==> config.mk <==
export PLATFORM = sky130hd
export DESIGN_NAME = multicycle_controller
export DESIGN_NICKNAME = d
export VERILOG_FILES = /design/src/rtl/multicycle_controller.sv
export SDC_FILE = /design/constraint.sdc
export NUM_CORES = 1
export LEC_CHECK = 0
export BUFFER_PORTS_ARGS = -buffer_cell sky130_fd_sc_hd__buf_2
export CELL_PAD_IN_SITES_DETAIL_PLACEMENT = 1
export CELL_PAD_IN_SITES_GLOBAL_PLACEMENT = 1
export CORE_UTILIZATION = 34
export DETAILED_ROUTE_END_ITERATION = 8
export HOLD_SLACK_MARGIN = 0.1
export PLACE_DENSITY_LB_ADDON = 0.1
export SYNTH_ARGS = -nofsm -noshare
export SYNTH_HDL_FRONTEND = slang
export SYNTH_SLANG_ARGS = --single-unit
==> constraint.sdc <==
create_clock -name clk -period 2.5 [get_ports clk]
set_clock_uncertainty 0.05 [all_clocks]
set_input_delay 0.5 -clock clk [delete_from_list [all_inputs] [get_ports clk]]
set_output_delay 0.5 -clock clk [all_outputs]
set_load 0.05 [all_outputs]
==> src/rtl/multicycle_controller.sv <==
// Control FSM for the multicycle RV32I core: fetch/decode/execute/memory/writeback with a memory ready handshake.
// Define ILLEGAL_TRAP_EN to send unknown opcodes to a sticky TRAP state; by default they retire as nops.
module multicycle_controller #(
  parameter int ALUCTRL_W = 4,
  parameter int IMMSRC_W  = 3,
  parameter int CNT_W     = 32
) (
  input  logic                 clk,
  input  logic                 reset,
  input  logic [6:0]           opcode,
  input  logic [2:0]           funct3,
  input  logic                 funct7_5,
  input  logic                 Zero,
  input  logic                 Neg,
  input  logic                 Carry,
  input  logic                 Ovf,
  input  logic                 mem_ready,
  output logic                 mem_req,
  output logic                 AdrSrc,
  output logic                 IRWrite,
  output logic                 PCWrite,
  output logic                 RegWrite,
  output logic                 MemWrite,
  output logic [1:0]           ResultSrc,
  output logic [1:0]           ALUSrcA,
  output logic [1:0]           ALUSrcB,
  output logic [IMMSRC_W-1:0]  ImmSrc,
  output logic [ALUCTRL_W-1:0] ALUControl,
  output logic [CNT_W-1:0]     instret,
  output logic                 illegal
);

  localparam logic [6:0] OP_LOAD   = 7'b0000011;
  localparam logic [6:0] OP_STORE  = 7'b0100011;
  localparam logic [6:0] OP_R      = 7'b0110011;
  localparam logic [6:0] OP_I      = 7'b0010011;
  localparam logic [6:0] OP_BRANCH = 7'b1100011;
  localparam logic [6:0] OP_JAL    = 7'b1101111;
  localparam logic [6:0] OP_JALR   = 7'b1100111;
  localparam logic [6:0] OP_LUI    = 7'b0110111;
  localparam logic [6:0] OP_AUIPC  = 7'b0010111;

  typedef enum logic [3:0] {
    S_FETCH, S_DECODE, S_MEMADR, S_MEMREAD, S_MEMWB, S_MEMWRITE, S_EXECR, S_EXECI,
    S_ALUWB, S_BRANCH, S_JALRADR, S_JAL, S_LUI, S_AUIPC, S_TRAP
  } state_t;

  state_t     state, state_next;
  logic       pc_update, branch, taken, ir_write, reg_write, mem_write, req;
  logic [1:0] alu_op;
  logic [3:0] alu_code;
  logic [2:0] imm_code;

  // instret counts every return to FETCH, so a stalled fetch is never counted twice
  always_ff @(posedge clk) begin
    if (reset) begin
      state   <= S_FETCH;
      instret <= '0;
    end else begin
      state <= state_next;
      if (state_next == S_FETCH && state != S_FETCH)
        instret <= instret + CNT_W'(1);
    end
  end

  always_comb begin
    state_next = state;
    pc_update  = 1'b0;
    branch     = 1'b0;
    ir_write   = 1'b0;
    reg_write  = 1'b0;
    mem_write  = 1'b0;
    req        = 1'b0;
    AdrSrc     = 1'b0;
    ResultSrc  = 2'b00;
    ALUSrcA    = 2'b00;
    ALUSrcB    = 2'b00;
    alu_op     = 2'd0;
    case (state)
      S_FETCH: begin
        req       = 1'b1;
        ALUSrcB   = 2'b10;
        ResultSrc = 2'b10;
        if (mem_ready) begin
          ir_write   = 1'b1;
          pc_update  = 1'b1;
          state_next = S_DECODE;
        end
      end
      S_DECODE: begin
        ALUSrcA = 2'b01;
        ALUSrcB = 2'b01;
        case (opcode)
          OP_LOAD, OP_STORE: state_next = S_MEMADR;
          OP_R:              state_next = S_EXECR;
          OP_I:              state_next = S_EXECI;
          OP_BRANCH:         state_next = S_BRANCH;
          OP_JAL:            state_next = S_JAL;
          OP_JALR:           state_next = S_JALRADR;
          OP_LUI:            state_next = S_LUI;
          OP_AUIPC:          state_next = S_AUIPC;
`ifdef ILLEGAL_TRAP_EN
          default:           state_next = S_TRAP;
`else
          default:           state_next = S_FETCH;
`endif
        endcase
      end
      S_MEMADR: begin
        ALUSrcA    = 2'b10;
        ALUSrcB    = 2'b01;
        state_next = opcode[5] ? S_MEMWRITE : S_MEMREAD;
      end
      S_MEMREAD: begin
        req    = 1'b1;
        AdrSrc = 1'b1;
        if (mem_ready) state_next = S_MEMWB;
      end
      S_MEMWB: begin
        ResultSrc  = 2'b01;
        reg_write  = 1'b1;
        state_next = S_FETCH;
      end
      S_MEMWRITE: begin
        req       = 1'b1;
        AdrSrc    = 1'b1;
        mem_write = mem_ready;
        if (mem_ready) state_next = S_FETCH;
      end
      S_EXECR: begin
        ALUSrcA    = 2'b10;
        alu_op     = 2'd2;
        state_next = S_ALUWB;
      end
      S_EXECI: begin
        ALUSrcA    = 2'b10;
        ALUSrcB    = 2'b01;
        alu_op     = 2'd2;
        state_next = S_ALUWB;
      end
      S_ALUWB: begin
        reg_write  = 1'b1;
        state_next = S_FETCH;
      end
      S_BRANCH: begin
        ALUSrcA    = 2'b10;
        alu_op     = 2'd1;
        branch     = 1'b1;
        state_next = S_FETCH;
      end
      S_JALRADR: begin
        ALUSrcA    = 2'b10;
        ALUSrcB    = 2'b01;
        state_next = S_JAL;
      end
      // Link value OldPC+4 is formed here while the PC takes the target held in ALUOut
      S_JAL: begin
        ALUSrcA    = 2'b01;
        ALUSrcB    = 2'b10;
        pc_update  = 1'b1;
        state_next = S_ALUWB;
      end
      S_LUI: begin
        ALUSrcA    = 2'b11;
        ALUSrcB    = 2'b01;
        state_next = S_ALUWB;
      end
      S_AUIPC: begin
        ALUSrcA    = 2'b01;
        ALUSrcB    = 2'b01;
        state_next = S_ALUWB;
      end
      S_TRAP:  state_next = S_TRAP;
      default: state_next = S_FETCH;
    endcase
  end

  always_comb begin
    case (funct3)
      3'b000:  taken = Zero;
      3'b001:  taken = ~Zero;
      3'b100:  taken = Neg ^ Ovf;
      3'b101:  taken = ~(Neg ^ Ovf);
      3'b110:  taken = ~Carry;
      3'b111:  taken = Carry;
      default: taken = 1'b0;
    endcase
  end

  // opcode[5] separates R-type from I-type, so addi with IR[30] set stays an add
  always_comb begin
    alu_code = 4'd0;
    case (alu_op)
      2'd1: alu_code = 4'd1;
      2'd2: begin
        case (funct3)
          3'b000: alu_code = (opcode[5] && funct7_5) ? 4'd1 : 4'd0;
          3'b001: alu_code = 4'd7;
          3'b010: alu_code = 4'd5;
          3'b011: alu_code = 4'd6;
          3'b100: alu_code = 4'd4;
          3'b101: alu_code = funct7_5 ? 4'd9 : 4'd8;
          3'b110: alu_code = 4'd3;
          3'b111: alu_code = 4'd2;
        endcase
      end
      default: alu_code = 4'd0;
    endcase
  end

  always_comb begin
    case (opcode)
      OP_STORE:         imm_code = 3'b001;
      OP_BRANCH:        imm_code = 3'b010;
      OP_JAL:           imm_code = 3'b011;
      OP_LUI, OP_AUIPC: imm_code = 3'b100;
      default:          imm_code = 3'b000;
    endcase
  end

  assign mem_req    = req & ~reset;
  assign IRWrite    = ir_write & ~reset;
  assign PCWrite    = (pc_update | (branch & taken)) & ~reset;
  assign RegWrite   = reg_write & ~reset;
  assign MemWrite   = mem_write & ~reset;
  assign ImmSrc     = IMMSRC_W'(imm_code);
  assign ALUControl = ALUCTRL_W'(alu_code);

`ifdef ILLEGAL_TRAP_EN
  assign illegal = (state == S_TRAP);
`else
  assign illegal = 1'b0;
`endif

endmodule

==> metrics <==
status completed; RR Endpoint instret[18]$_SDFFE_PP0P_; Die Height 89.0 um; fin crit share 98.5%; I/O pins 70; Vias/cell 5.64; FP Rows 31; register area share after synthesis 28.0%; CP required 1.95 ns; Pwr Total 0.00125 W; max cap viols 0; worst min path class reg -> reg; dpl hpwl 6.30 mm; Final min period 2.46 ns; RSZ-0062 raised after global routing yes; Die Width 89.0 um; Yosys reg bits 36; Worst Path Max Fanout 4; maximum VDD drop 0.000320 V; via count 2972; CP cell instances or2b_4 -> or2_4 -> ha_4 -> nor4bb_4 -> buf_6; Total Routing Usage GR 21.5%; vias in the first global route 2796; worst r2r src state[0]$_SDFF_PP0_; Setup crit end kind primary output; antenna violations before repair 0; Starting Density 35.3%; setup TNS 0 ns; Post-DRT Antenna Nets 0; crit path DAT 1.91 ns; clock sink count 36; clock-pin slew on the worst setup and hold paths 0.07 ns; H-tree levels 2; hold path start instret[31]$_SDFFE_PP0P_; slowest CP cell dfxtp_4; final count of hold timing violations 0; largest net degree at the start of global routing 32; Final Slew Violations 0; core box area 7290 um2; DRC Markers 0; Mean Syn Cell Area 7.63 um2; Highest Clock Rate 0.406 GHz; full die area 7920 um2; nets 449; synthesized area 2570 um2; hold_buf cts 0; hold path endpoint instret[31]$_SDFFE_PP0P_; Hold Path Depth 2; r2r worst-path depth 7; Layout area overhead 33.0%; Post-synth EDFFs 0; post-CTS setup repair buffer count 0; slowest stage delay, CP 0.38 ns; CTS tree yes; global-route wire length before repair 13.4 mm; grt total ovfl 0; Main synth FF type dfxtp_1; Iter 0 DRT Violations 110; Routed WL 8.34 mm; Unique masters post-synth 55; RePlAce Congestion 0.759; share of layout cells above drive strength 1 35.7%; Yosys warnings 0; antenna cells 0; Clk Latency, worst-skew pair 0.29 ns; critical path class reg -> out; Synth Net Count 358; WL/cell 15.8 um; Startpoint Class flop; final setup vio count 0; Placed Cells 520; Mapped Cells 337; Power Density 367 nW/um2; CTS Buf Count 5; drt first pass iters 4; Leak Pwr 1.37 nW; Root Buffer clkbuf_8; asr flop ratio synth 0%; Finished Layout Cells 527; quantity of I/O buffers inserted on ports 68; R2R setup slack 0.08 ns; Clock Tree Buf Depth 2
-- layout by cell type (no fill, tap or decap), types with 3 or more instances in the layout --
master     n
a21oi_1   31
and2_1     4
and3_1     6
and4_1     4
buf_2     67
buf_4     41
clkbuf_8   5
dfxtp_1   24
dfxtp_2   11
inv_1      8
nand2_1   16
nand2b_1   8
nand3_1    9
nand3b_1   9
nand4_1   16
nor2_1    27
nor2b_1    4
nor3_1    18
nor4_1     8
o21ai_0   12
o21ba_2    3
o31a_1     3
o31ai_1   12
o41ai_1    7
or3_1      5
or4_1     12
xnor2_1    9
xor2_1     3
-- state kept, by name (all words and copies together) (netlist names) --
name and cells:
instret 32, state 4
-- worst max-delay path by stage --
stage / startpoint / endpoint / slack (ns)
detailed placement: opcode[0] / instret[11]$_SDFFE_PP0P_ / -0.15
finish: state[0]$_SDFF_PP0_ / ALUControl[2] / 0.04
global placement: opcode[5] / instret[10]$_SDFFE_PP0P_ / -0.08
global route: state[0]$_SDFF_PP0_ / ALUControl[2] / -0.05
floorplan: state[1]$_SDFF_PP0_ / ALUControl[2] / -0.11
CTS: state[0]$_SDFF_PP0_ / ALUControl[2] / 0.02
-- worst max-delay path: cells and delay by family (launching register included) --
kind	cells	cell delay, ns
flip-flops	1	0.38
buffers and inverters	1	0.19
adder cells (fa/ha/maj)	1	0.24
AND/OR/NAND/NOR	3	0.81
-- cells by family (layout without fill, tap and decap cells) --
| logic type | Yosys count | count (layout) | share of synthesized area (%) |
|---|---|---|---|
| flip-flops | 36 | 36 | 28.0 |
| AND/OR/NAND/NOR | 163 | 163 | 36.6 |
| multiplexers | 3 | 3 | 1.41 |
| other | 1 | 1 | 0.146 |
| XOR/XNOR | 12 | 12 | 4.09 |
| adder cells (fa/ha/maj) | 3 | 3 | 1.46 |
| buffers and inverters | 36 | 127 | 7.00 |
| AO/OA/AOI/OAI | 83 | 83 | 21.3 |
-- report_power, final --
part	switching [W]	total, W	internal [W]
Sequential	0.00000836	0.000587	0.000579
Clock	0.000207	0.000396	0.000190
Combinational	0.000173	0.000271	0.0000983
-- layer usage --
layer / GRT usage (%) / wire (um) / up-vias
met5: 0 / 0 / -
met4: 5.48 / 116 / 0
met3: 3.14 / 227 / 11
met2: 38.5 / 4220 / 51
met1: 27.1 / 3770 / 1464
li1: - / - / 1446
-- cells in the mapped netlist, types with 2 or more instances --
cell type  count  area share [%]
xnor2_1        9             3.1
buf_4          5             1.5
and3_1         6             1.5
ha_1           3             1.5
nor3_1        20             3.9
nor2_1        27             3.9
nand2_1       16             2.3
a21oi_1       33             6.4
nand3b_1       9             2.6
a211oi_1       3            0.88
xor2_1         3             1.0
o21ai_0       12             2.3
o21ba_2        3             1.2
nand2b_1       8             1.9
buf_2          3            0.58
dfxtp_1       36              28
o31ai_1       12             3.5
and2_1         4            0.97
or4_1         12             3.5
nor3b_1        3            0.88
or3_1          6             1.5
and4b_1        2            0.78
o31a_1         3             1.0
nor4_1         9             2.2
nand3_1        9             1.8
clkbuf_1      15             2.2
nor2b_1        4            0.97
and4_1         4             1.4
nand4_1       16             3.9
or2_1          2            0.49
inv_1          8             1.2
buf_6          3             1.3
o41ai_1        7             2.4
-- per-stage QoR --
stage / utilization [%] / area, um2 / hold slack (ns) / setup WS, ns
after floorplan: - / 2640 / 0.538 / -0.109
after global placement: 45.2 / 3300 / 0.414 / -0.0753
after detailed placement: 45.2 / 3300 / 0.426 / -0.153
after CTS: 46.5 / 3390 / 0.437 / 0.0167
after global routing: 46.9 / 3420 / 0.463 / -0.0516
final: 46.9 / 3420 / 0.430 / 0.0386
-- timing repair --
action / CTS / global route
pin swaps: 1 / 1
resized for setup: 8 / 7
endpoints found under the setup margin: 15 / 15
-- final cells by class --
| cell class | instances | area, um2 |
|---|---|---|
| Fill cell | 945 | 3870 |
| Multi-Input combinational cell | 265 | 1760 |
| Sequential cell | 36 | 738 |
| Timing Repair Buffer | 111 | 686 |
| Tap cell | 99 | 124 |
| Clock buffer | 6 | 72.6 |
| Inverter | 9 | 33.8 |
| Clock inverter | 1 | 5.00 |
No activity file was read; power rests on OpenSTA's default activity.
